## config.mk

```make
export PLATFORM = sky130hd
export DESIGN_NAME = rv32_branch_predictor
export DESIGN_NICKNAME = d
export VERILOG_FILES = /design/src/rtl/rv32_branch_predictor.sv
export SDC_FILE = /design/constraint.sdc
export NUM_CORES = 1
export LEC_CHECK = 0
export BUFFER_PORTS_ARGS = -buffer_cell sky130_fd_sc_hd__buf_2
export CAP_MARGIN = 15
export CORE_ASPECT_RATIO = 0.8
export CORE_UTILIZATION = 40
export DETAILED_ROUTE_END_ITERATION = 6
export GPL_TIMING_DRIVEN = 0
export SLEW_MARGIN = 0
export SYNTH_ARGS = -nofsm -noshare
export SYNTH_HDL_FRONTEND = slang
export SYNTH_SLANG_ARGS = --single-unit
```

## constraint.sdc

```tcl
create_clock -name clk -period 4.2 [get_ports clk]
set_clock_uncertainty 0.1 [all_clocks]
set_input_delay 0.84 -clock clk [delete_from_list [all_inputs] [get_ports clk]]
set_output_delay 0.84 -clock clk [all_outputs]
set_load 0.01 [all_outputs]
```

## src/rtl/rv32_branch_predictor.sv

```systemverilog
// Direct-mapped branch target buffer with 2-bit saturating direction counters.
// Fetch gets a registered taken/target prediction one cycle after presenting a PC.
module rv32_branch_predictor #(
  parameter int ENTRIES = 16
) (
  input  logic        clk,
  input  logic        reset_n,
  input  logic        lookup_valid_in,
  input  logic [31:0] lookup_pc_in,
  output logic        predict_valid_out,
  output logic        predict_taken_out,
  output logic [31:0] predict_target_out,
  input  logic        update_valid_in,
  input  logic [31:0] update_pc_in,
  input  logic        update_taken_in,
  input  logic [31:0] update_target_in,
  input  logic        flush_in
);
  localparam int INDEX_BITS = $clog2(ENTRIES);
  localparam int TAG_BITS   = 30 - INDEX_BITS;

  logic [ENTRIES-1:0]  valid_q, valid_d;
  logic [TAG_BITS-1:0] tag_q [ENTRIES];
  logic [TAG_BITS-1:0] tag_d [ENTRIES];
  logic [30:0]         tgt_q [ENTRIES];
  logic [30:0]         tgt_d [ENTRIES];
  logic [1:0]          ctr_q [ENTRIES];
  logic [1:0]          ctr_d [ENTRIES];

  logic                pv_q, pv_d;
  logic                pt_q, pt_d;
  logic [31:0]         ptgt_q, ptgt_d;

  logic [INDEX_BITS-1:0] l_idx, u_idx;
  logic [TAG_BITS-1:0]   l_tag, u_tag;
  logic                  l_hit, u_hit;
  logic [31:0]           l_seq_pc;

  assign l_idx    = lookup_pc_in[INDEX_BITS+1:2];
  assign l_tag    = lookup_pc_in[31:INDEX_BITS+2];
  assign u_idx    = update_pc_in[INDEX_BITS+1:2];
  assign u_tag    = update_pc_in[31:INDEX_BITS+2];
  assign l_hit    = valid_q[l_idx] && (tag_q[l_idx] == l_tag);
  assign u_hit    = valid_q[u_idx] && (tag_q[u_idx] == u_tag);
  assign l_seq_pc = {lookup_pc_in[31:2], 2'b00} + 32'd4;

  // Lookup reads the current array, so a same-cycle update or flush is not seen.
  always_comb begin
    pv_d   = lookup_valid_in;
    pt_d   = 1'b0;
    ptgt_d = 32'h0;
    if (lookup_valid_in) begin
      if (l_hit && ctr_q[l_idx][1]) begin
        pt_d   = 1'b1;
        ptgt_d = {tgt_q[l_idx], 1'b0};
      end else begin
        ptgt_d = l_seq_pc;
      end
    end
  end

  always_comb begin
    valid_d = valid_q;
    for (int i = 0; i < ENTRIES; i++) begin
      tag_d[i] = tag_q[i];
      tgt_d[i] = tgt_q[i];
      ctr_d[i] = ctr_q[i];
    end
    if (flush_in) begin
      valid_d = '0;
    end else if (update_valid_in) begin
      if (u_hit) begin
        if (update_taken_in) begin
          ctr_d[u_idx] = (ctr_q[u_idx] == 2'b11) ? 2'b11 : ctr_q[u_idx] + 2'd1;
          tgt_d[u_idx] = update_target_in[31:1];
        end else begin
          ctr_d[u_idx] = (ctr_q[u_idx] == 2'b00) ? 2'b00 : ctr_q[u_idx] - 2'd1;
        end
      end else if (update_taken_in) begin
        // Taken miss replaces whatever lives at this index, starting weak-taken.
        valid_d[u_idx] = 1'b1;
        tag_d[u_idx]   = u_tag;
        tgt_d[u_idx]   = update_target_in[31:1];
        ctr_d[u_idx]   = 2'b10;
      end
    end
  end

  always_ff @(posedge clk or negedge reset_n) begin
    if (!reset_n) begin
      valid_q <= '0;
      pv_q    <= 1'b0;
      pt_q    <= 1'b0;
      ptgt_q  <= 32'h0;
    end else begin
      valid_q <= valid_d;
      pv_q    <= pv_d;
      pt_q    <= pt_d;
      ptgt_q  <= ptgt_d;
    end
  end

  // Payload is qualified by valid_q, so it carries no reset.
  always_ff @(posedge clk) begin
    for (int i = 0; i < ENTRIES; i++) begin
      tag_q[i] <= tag_d[i];
      tgt_q[i] <= tgt_d[i];
      ctr_q[i] <= ctr_d[i];
    end
  end

  assign predict_valid_out  = pv_q;
  assign predict_taken_out  = pt_q;
  assign predict_target_out = ptgt_q;
endmodule
```

Word-level counts from Yosys, hierarchy flattened:

Memories as Yosys holds them, arrays and structs flattened.
Cells that the tools add are included.

* muxes and demuxes: 38
* $lt $le $gt $ge: 5
* add/subtract/negate cells: 3
* eq/ne operators: 4
* reduce and logical (&&, ||, !) cells: 9
* bitwise gates (word level): 5

Operator list (count)
* 416-bit two-way mux: 4
* 496-bit two-way mux: 3
* 496-bit bitwise mux: 1
* 416-bit bitwise mux: 1
* 32-bit two-way mux: 7
* 31-bit demux with 4-bit select: 1
* 26-bit demux with 4-bit select: 1
* 32-bit bitwise mux: 2
* 16-bit two-way mux: 4
* 26-bit == test: 2
* 32-bit by 3-bit adder with 32-bit output (second input constant): 1
* 16-bit OR: 2
* 31-bit two-way mux: 1
* 26-bit two-way mux: 1
* 16-bit AND: 1
* 16-bit inverter: 1
* 4-bit by 5-bit < comparator with 1-bit output (second input constant): 2
* 1-bit binary-select mux with 4-bit select: 2
* 2-bit demux with 4-bit select: 1
* 2-bit two-way mux: 3
* 5-bit greater-or-equal comparator (second input constant): 1
* 1-bit logical AND: 5
* 5-bit by 1-bit < comparator with 1-bit output (second input constant): 1
* 1-bit two-way mux: 5
* 10 further kinds: 11

* register bits after elaboration: 50
* memories: 3
* bits of input ports: 102
* bits in writable memories: 944
* output and inout port bits: 34

Memory list
* tgt_q: depth 16, width 31, rd ports 17, clocked after Yosys merged registers in 0, wr ports 16, RTL line 25 `logic [30:0] tgt_q [ENTRIES];`
* tag_q: depth 16, width 26, rd ports 18, clocked after Yosys merged registers in 0, wr ports 16, RTL line 23 `logic [TAG_BITS-1:0] tag_q [ENTRIES];`
* ctr_q: depth 16, width 2, rd ports 18, clocked after Yosys merged registers in 0, wr ports 16, RTL line 27 `logic [1:0] ctr_q [ENTRIES];`

Longest topological paths before layout:

Gate-level depths: netlist (run 1).

* depth after elaboration: 11
* depth in mapped cells: 16

Worst setup path after synthesis (run 1):

No wires, ideal clock.

* path type: input -> register
* start: input update_pc_in[2]
* end: memory tag_q[13][0] (netlist bit) (enable)
* stages on the path: 13
* data arrival time: 5.163 ns
* buffers on the path: 6
* setup time: 0.442 ns
* path slack: -1.505 ns
* data required time: 3.658 ns
* cell sequence: buf_2 -> buf_4 -> buf_2 -> buf_4 -> buf_2 -> mux2_2 -> or2_2 -> a31oi_1 -> a21oi_1 -> a31oi_1 -> nor4_2 -> clkbuf_1 -> nor3_1

RTL lines
* start, declared: RTL line 14 `input logic [31:0] update_pc_in,`
* end, declared: RTL line 23

Worst setup path in the final report (run 1):

* start: input lookup_pc_in[3]
* end: register ptgt_q[17], in the netlist predict_target_out[17]

* cells in the longest elaborated chain, start to end: 6
* elaborated cells between the ends (all ways): 11

RTL lines
* start, declared: RTL line 9 `input logic [31:0] lookup_pc_in,`
* memory 16 x 26 bit / 1-bit binary-select mux with 4-bit select (equally long branches)
* 26-bit == test / 1-bit two-way mux (equally long branches): RTL line 43 `assign l_hit = valid_q[l_idx] && (tag_q[l_idx] == l_tag);`
* 1-bit logical AND: RTL line 43
* 1-bit logical AND: RTL line 53 `if (l_hit && ctr_q[l_idx][1]) begin`
* 32-bit two-way mux (*): RTL line 53
* 32-bit two-way mux (*): RTL line 52 `if (lookup_valid_in) begin`
* net ptgt_d[17]: RTL line 32 `logic [31:0] ptgt_q, ptgt_d;`
* end signal, assigned: RTL line 99 `ptgt_q <= ptgt_d;`
* end, declared: RTL line 32

The timed path passes the listed nets; every way through them passes the cells marked *. The select of a mux whose other input is x is not followed.
A chain may end at the register's enable or synchronous reset.

==> results of run 1 <==
## how the worst min path moves through the flow
stage	from	to	slack, ns	cells after the start
6_report	lookup_valid_in	predict_valid_out	0.18	1
5_1_grt	lookup_valid_in	predict_valid_out	0.15	1
4_1_cts	lookup_valid_in	predict_valid_out	0.14	1
3_5_place_dp	valid_q[12]	valid_q[12]	0.45	2
3_3_place_gp	valid_q[9]	valid_q[9]	0.44	2
2_1_floorplan	valid_q[14]	valid_q[14]	0.40	2
## area by class of cell
class,count,share of cell area [%]
plain buffers,152,2.758
inverters,56,0.4078
clock buffers,139,5.247
flip-flops and latches,993,56.04
diodes,11,0.05216
multi-input cells,1217,27.24
clock inverters,47,0.9793
repair buffers,215,3.881
well taps,1430,3.391
## worst max-delay path, cell delays in order
cell                        delay, ns
sky130_fd_sc_hd__buf_4           0.19
sky130_fd_sc_hd__buf_6           0.21
sky130_fd_sc_hd__buf_12          0.20
sky130_fd_sc_hd__buf_8           0.21
sky130_fd_sc_hd__buf_6           0.24
sky130_fd_sc_hd__buf_8           0.24
sky130_fd_sc_hd__mux4_2          0.45
sky130_fd_sc_hd__a22oi_1         0.34
sky130_fd_sc_hd__nor2_1          0.11
sky130_fd_sc_hd__a2111oi_0       0.45
sky130_fd_sc_hd__nand3_1         0.15
sky130_fd_sc_hd__or4_4           0.51
sky130_fd_sc_hd__buf_6           0.16
sky130_fd_sc_hd__buf_12          0.15
sky130_fd_sc_hd__mux2i_4         0.19
## power breakdown
group          leakage (nW)  switching [mW]  internal [mW]  total [mW]
combinational          6.77            1.19          0.755        1.94
sequential             9.15          0.0394           10.9        11.0
clock                  1.59            3.95           5.01        8.96
total                  17.5            5.18           16.7        21.9
## routing by layer
layer  global-route usage [%]  wire, um
met2                    38.91     66350
met5                        0       244
met1                    38.84     61720
met3                    8.266     19060
met4                    7.221      3996
## registers in the layout (all words and copies together) (netlist names)
signal / cells
tgt_q: 496
predict_target_out: 31
ctr_q: 32
tag_q: 416
predict_taken_out: 1
valid_q: 16
predict_valid_out: 1
## through the flow
stage	setup TNS (ns)	hold slack (ns)
after detailed placement	-1702.09	0.4471
final	-0.03941	0.1753
after global routing	-0.03475	0.1482
after CTS	-0.03519	0.1403
after global placement	-2963.56	0.4441
after floorplan	-6.935	0.4009
## layout by cell type, fill, tap and decap left out, drive strengths merged, types with 35 or more instances in the layout
cell type | synthesis | routed
nand3 | 35 | 35
clkinv | 0 | 40
o21ai | 36 | 36
mux4 | 356 | 356
xnor2 | 48 | 48
clkbuf | 58 | 196
inv | 56 | 56
nor2 | 73 | 73
buf | 94 | 303
nand2 | 174 | 174
dfrtp | 49 | 49
mux2i | 153 | 153
edfxtp | 944 | 944
## repair_timing
| action | in CTS | in global routing |
|---|---|---|
| endpoints found under the hold margin | 11 | 0 |
| endpoints found under the setup margin | 895 | 520 |
| pin swaps | 20 | 9 |
| hold buffers | 1 | 0 |
| resized for setup | 206 | 63 |
| setup buffers | 46 | 11 |
## cells by family after synthesis
group                    Yosys count
multiplexers                     526
AND/OR/NAND/NOR                  418
buffers and inverters            208
XOR/XNOR                          66
flip-flops                       993
adder cells (fa/ha/maj)            3
AO/OA/AOI/OAI                    203
other                              1
==> parameters.txt, run 1 <==
Parameter                              Value

Outcome
  Status ... complete, but fails checks
  Failing checks ... setup timing

Placed design
  Routability cong. ... 0.9702
  Post-detail-place hpwl ... 104500 um
  Standard cell area after detailed placement ... 47870 um^2
  Placed insts ... 4005
  Count of input and output buffers ... 118
  Worst setup slack after placement ... -3.070 ns

Floorplanning
  Die extent in x ... 374.3 um
  Vertical die dimension ... 299.8 um
  Core area ... 109200 um^2
  # rows ... 108
  Ports placed on the boundary ... 136
  Initial core utilization ... 40.62%
  Die Outline Area ... 112200 um^2

Job
  Max-capacitance violation count ... 0

Synthesis
  Mean instance size in the synthesized netlist ... 18.34 um^2
  Async S/R FF share, synth ... 4.935%
  Unique masters post-synth ... 81
  Largest area contributor in the synthesized netlist ... sky130_fd_sc_hd__edfxtp_1
  Arithmetic-cell share of the synthesized area counting full adders, half adders and majority gates ... 0.07335%
  Syn nets ... 2521
  Most frequently used cell type in the post-synthesis netlist ... sky130_fd_sc_hd__edfxtp_1
  Compound-gate portion of the synthesized area ... 3.205%
  Top FF cell, synth ... sky130_fd_sc_hd__edfxtp_1
  Synth Area in XOR/XNOR ... 1.337%
  Leading post-synthesis cells by instance count ... sky130_fd_sc_hd__edfxtp_1, sky130_fd_sc_hd__mux4_2, sky130_fd_sc_hd__nand2_1, sky130_fd_sc_hd__mux2i_1, sky130_fd_sc_hd__nor2_1
  Largest family of logic cells by synthesized area ... multiplexers
  Proportion of netlist area held by the largest area contributor ... 63.91%
  EDFF count, synth ... 944
  Sequential cell area fraction in the yosys report ... 66.68%
  Top cells by area in the synthesized netlist ... sky130_fd_sc_hd__edfxtp_1, sky130_fd_sc_hd__mux4_2, sky130_fd_sc_hd__mux2i_1
  Mux share of post-synthesis cell area ... 22.03%
  Simple logic cell fraction of the synthesized area ... 4.449%
  Synthesized cell area ... 44350 um^2
  Count of mapped cells out of synthesis ... 2418
  Register bit total from synthesis ... 993
  Yosys synthesis warning count ... 0

Clock network
  Clock sink total ... 993
  Buffer cell driving the clock tree root ... sky130_fd_sc_hd__clkbuf_16
  CTS clock-pin slew for the worst setup and hold paths ... 0.06 ns
  H-tree depth reported by CTS ... 3
  TritonCTS buffer count ... 100
  Clk_lat worst skew ... 0.72 ns
  Worst-case clock buffer depth ... 3
  Clock tree from TritonCTS ... done

Pwr
  Total chip power ... 21.87 mW
  Total leakage power ... 17.51 nW
  Power density of the placed cells ... 414.4 nW/um^2
  Worst-case vdd ir drop ... 361.9 uV

Layout
  Area taken by flip-flops and latches ... 29570 um^2
  Post-route design area ... 52770 um^2
  Ratio of cells with drive above 1 in the final layout ... 32.81%
  Area occupied by multi-input gates ... 14380 um^2
  Share of the core filled with cells ... 48.33%
  Number of inserted filler cells in the final layout ... 9012
  Final-stage net count ... 2838
  Area growth from synthesis to final layout ... 18.98%
  Post-Layout Cell Count ... 4260

GRT
  Initial antenna violation count ... 24
  GR Util All Layers ... 26.72%
  GRT overflow ... 0
  Number of global-route vias before repair ... 26130
  Pin count of the biggest net entering global routing ... 36
  First-pass GRT wire length ... 207400 um

Critical path
  Arr. time, crit path ... 4.68 ns
  Endpoint of the worst setup timing path ... predict_target_out[17]
  Worst-case reg-to-reg path depth ... 12
  Flop-to-flop setup slack ... 0.12 ns
  CP Data Required Time ... 4.67 ns
  FF-to-FF Start ... tag_q[2][17]
  Startpoint class of the critical path ... input port
  Crit. End Element ... flip-flop
  Worst flop-to-flop path endpoint ... tag_q[12][18]
  CP max FO ... 10
  Critical setup path kind ... in -> reg
  Launching instance or port of the critical path ... lookup_pc_in[3]

Detailed routing
  Routed len/inst ... 35.53 um
  Routed via count ... 27020
  Final WL ... 151400 um
  Post-detailed-route count of antenna-violating nets ... 0
  Number of optimization iterations in the first detailed-route pass ... 7
  Vias per cell ... 6.343
  Count of routing violations after the opening detailed-route iteration ... 4205
  Residual DRC count ... 0

Timing
  Slew Viols, Final ... 0
  Hold violation total from the final report ... 0
  Number of endpoints failing setup at the final stage ... 5
  Slew at the pin closest to its max-slew limit ... 1.166 ns
  Share of the clock period used by the worst path ... 100.4%
  Fmax achieved ... 237.2 MHz
  Slew margin rel. ... 22.28%
  Crit path time final ... 4.215 ns
  Post-layout worst setup margin ... -0.01505 ns

Min path
  Path type of the worst min-delay path ... in -> reg
No activity file was read; power rests on OpenSTA's default activity.
==> run 2: changes to the inputs <==
--- a/config.mk
+++ b/config.mk
@@ -11,7 +11,9 @@
 export CORE_UTILIZATION = 40
 export DETAILED_ROUTE_END_ITERATION = 6
 export GPL_TIMING_DRIVEN = 0
-export SLEW_MARGIN = 0
+export PLACE_DENSITY_LB_ADDON = 0.2
+export SETUP_SLACK_MARGIN = 0.02
+export SLEW_MARGIN = 20
 export SYNTH_ARGS = -nofsm -noshare
 export SYNTH_HDL_FRONTEND = slang
 export SYNTH_SLANG_ARGS = --single-unit
==> run 2 against run 1 <==
Compared with the run above:
- the flow still finishes with violations (setup timing)
- first-iteration DRC count fell by 6.9%
- hold slack got worse by 0.062 ns
- cell count grew 0.66%
- power increased by 2.4%
- maximum frequency shrank 2.1%
- clock power increased by 5.1%
- combinational power grew 4%
- sequential power barely moved
- die area did not move
- core utilization grew 0.71 points
==> parameters.txt, run 2 (same netlist as run 1, synthesis figures left out) <==
Parameter                              Value

Critical path
  Crit. End Element ... flip-flop (unchanged)
  Critical setup path kind ... in -> reg (unchanged)
  FF-to-FF Start ... tag_q[2][18] (was tag_q[2][17])
  Arr. time, crit path ... 4.76 ns (was 4.68 ns)
  Startpoint class of the critical path ... input port (unchanged)
  CP Data Required Time ... 4.66 ns (was 4.67 ns)
  Launching instance or port of the critical path ... lookup_pc_in[3] (unchanged)
  CP max FO ... 10 (unchanged)

Timing
  Fmax achieved ... 232.2 MHz (was 237.2 MHz)
  Share of the clock period used by the worst path ... 102.6% (was 100.4%)
  Slew at the pin closest to its max-slew limit ... 1.211 ns (was 1.166 ns)
  Slew Viols, Final ... 0 (unchanged)
  Hold violation total from the final report ... 0 (unchanged)
  Setup repair after global routing missed its margin ... true
  Final total negative setup slack ... -0.6455 ns (was -0.03941 ns)
  Crit path time final ... 4.307 ns (was 4.215 ns)
  Slew margin rel. ... 19.30% (was 22.28%)
  Post-Route Hold Slack ... 0.1131 ns (was 0.1753 ns)
  Number of endpoints failing setup at the final stage ... 13 (was 5)
  Post-layout worst setup margin ... -0.1072 ns (was -0.01505 ns)

Layout
  Number of flip-flops in the largest register ... 496 (unchanged)
  Area growth from synthesis to final layout ... 20.71% (was 18.98%)
  Top reg by flops ... tgt_q (unchanged)
  Final-stage net count ... 2872 (was 2838)
  Leading cell type in the layout, fill and taps excluded ... sky130_fd_sc_hd__edfxtp_1 (unchanged)
  Regs by FF count ... tgt_q: 496 flops, tag_q: 416 flops, ctr_q: 32 flops (unchanged)
  Share of the core filled with cells ... 49.04% (was 48.33%)
  Ratio of cells with drive above 1 in the final layout ... 34.84% (was 32.81%)
  Commonest cells after routing, fill and taps aside ... sky130_fd_sc_hd__edfxtp_1, sky130_fd_sc_hd__mux4_2, sky130_fd_sc_hd__nand2_1, sky130_fd_sc_hd__buf_2, sky130_fd_sc_hd__mux2i_1 (unchanged)

Clock network
  CTS clock-pin slew for the worst setup and hold paths ... 0.06 ns (about the same)
  TritonCTS buffer count ... 100 (unchanged)
  Clock sink total ... 993 (unchanged)
  Clk_lat worst skew ... 0.74 ns (was 0.72 ns)
  Worst-case clock buffer depth ... 3 (unchanged)
  Buffer cell driving the clock tree root ... sky130_fd_sc_hd__clkbuf_16 (unchanged)
  H-tree depth reported by CTS ... 3 (unchanged)
  Clock tree from TritonCTS ... done (unchanged)

Detailed routing
  Routed len/inst ... 36.15 um (was 35.53 um)
  Routed via count ... 27210 (was 27020)
  Residual DRC count ... 0 (unchanged)
  Vias per cell ... 6.346 (was 6.343)
  Count of routing violations after the opening detailed-route iteration ... 3913 (was 4205)
  Post-detailed-route count of antenna-violating nets ... 0 (unchanged)
  Final WL ... 155000 um (was 151400 um)
  Number of optimization iterations in the first detailed-route pass ... 6 (was 7)

GRT
  Global Route met3 Usage ... 8.243% (was 8.266%)
  Number of global-route vias before repair ... 26460 (was 26130)
  First-pass GRT wire length ... 212200 um (was 207400 um)
  Met2 Resource Use GR ... 39.10% (was 38.91%)
  Pin count of the biggest net entering global routing ... 50 (was 36)
  Initial antenna violation count ... 22 (was 24)
  Grt peak-use layer ... met1 (was met2)
  Met1 Usage GRT ... 40.37% (was 38.84%)
  GR Util All Layers ... 27.37% (was 26.72%)
  GRT overflow ... 0 (unchanged)

Pwr
  Switching part of the total ... 23.41% (was 23.69%)
  Clk pwr share ... 42.1% (was 41.0%)
  Internal portion of total power ... 17.16 mW (was 16.69 mW)
  Sequential power share ... 48.9% (was 50.1%)
  Logic gate share of total power ... 9.0% (was 8.9%)
  Power density of the placed cells ... 418.4 nW/um^2 (was 414.4 nW/um^2)
  Worst-case vdd ir drop ... 370.6 uV (was 361.9 uV)
  Total leakage power ... 17.84 nW (was 17.51 nW)
  Sw power ... 5.243 mW (was 5.180 mW)
  Total chip power ... 22.40 mW (was 21.87 mW)

Floorplanning
  Initial core utilization ... 40.62% (unchanged)
  # rows ... 108 (unchanged)
  Ports placed on the boundary ... 136 (unchanged)
  Vertical die dimension ... 299.8 um (unchanged)
  Die extent in x ... 374.3 um (unchanged)
  Die Outline Area ... 112200 um^2 (unchanged)
  Core area ... 109200 um^2 (unchanged)

Placed design
  Post-detail-place hpwl ... 105400 um (was 104500 um)
  Count of input and output buffers ... 118 (unchanged)
  Routability cong. ... 0.9916 (was 0.9702)

Min path
  Path type of the worst min-delay path ... in -> async (was in -> reg)

Job
  Max-capacitance violation count ... 0 (unchanged)

Outcome
  Status ... complete, but fails checks (unchanged)
  Failing checks ... setup timing (unchanged)
[run 2: metrics by stage]
stage	instance area, um^2	cells	setup slack, ns
floorplan	44590	2418	-0.01744
global placement	46970	3966	-3.619
detailed placement	48040	4009	-3.203
CTS	52780	4238	0.02046
global route	53540	4286	-0.03725
finish	53540	4288	-0.1072
[run 2: area by class of cell]
type / instances / area (um^2)
Fill cell: 8940 / 55640
Sequential cell: 993 / 29570
Multi-Input combinational cell: 1217 / 14590
Clock buffer: 127 / 2664
Timing Repair Buffer: 250 / 2359
Tap cell: 1430 / 1789
Buffer: 151 / 1519
Clock inverter: 59 / 793.3
Inverter: 56 / 236.5
Antenna cell: 5 / 12.51
[run 2: final timing paths]
| check | end | slack (ns) | cells past startpoint |
|---|---|---|---|
| min | valid_q[13] | 0.11 | 1 |
| max reg2reg | ctr_q[7][0] | 0.11 | 12 |
| min reg2reg | valid_q[12] | 0.46 | 2 |
| max in group asynchronous | predict_target_out[20] | 3.20 | 1 |
| max | predict_target_out[13] | -0.11 | 15 |
| min in group clk | predict_valid_out | 0.17 | 1 |
[run 2: power groups by stage]
stage	clock (mW)	sequential [mW]	combinational, mW
finish	9.42	11.0	2.01
global route	9.87	11.0	2.08
CTS	9.50	11.0	1.90
detailed placement	0	11.2	1.78
global placement	0	11.2	1.74
floorplan	0	11.2	0.979
[run 2: worst max-delay path, stage by stage]
cell and delay (ns):
sky130_fd_sc_hd__buf_4 0.19, sky130_fd_sc_hd__buf_8 0.23, sky130_fd_sc_hd__buf_8 0.20, sky130_fd_sc_hd__buf_8 0.21
sky130_fd_sc_hd__buf_12 0.23, sky130_fd_sc_hd__buf_4 0.34, sky130_fd_sc_hd__mux4_2 0.37, sky130_fd_sc_hd__mux2i_1 0.20
sky130_fd_sc_hd__xnor2_1 0.14, sky130_fd_sc_hd__nor3_2 0.27, sky130_fd_sc_hd__a31oi_1 0.25, sky130_fd_sc_hd__or4_4 0.65
sky130_fd_sc_hd__buf_12 0.16, sky130_fd_sc_hd__buf_12 0.12, sky130_fd_sc_hd__mux2i_4 0.28
[run 2: routing by layer]
| layer | vias to the layer above | share of wire (%) |
|---|---|---|
| met5 | - | 0.12 |
| met4 | 30 | 2.8 |
| met3 | 252 | 12 |
| met2 | 1703 | 44 |
| met1 | 14550 | 41 |
| li1 | 10680 | - |
[run 2: timing repair]
| item | in CTS | in global routing |
|---|---|---|
| hold endpoints to repair | 0 | 0 |
| hold buffers | 0 | 0 |
| pin swaps | 23 | 15 |
| cloned | 0 | 0 |
| setup endpoints to repair | 886 | 347 |
| buffers inserted | 43 | 45 |
| resized for setup | 232 | 78 |
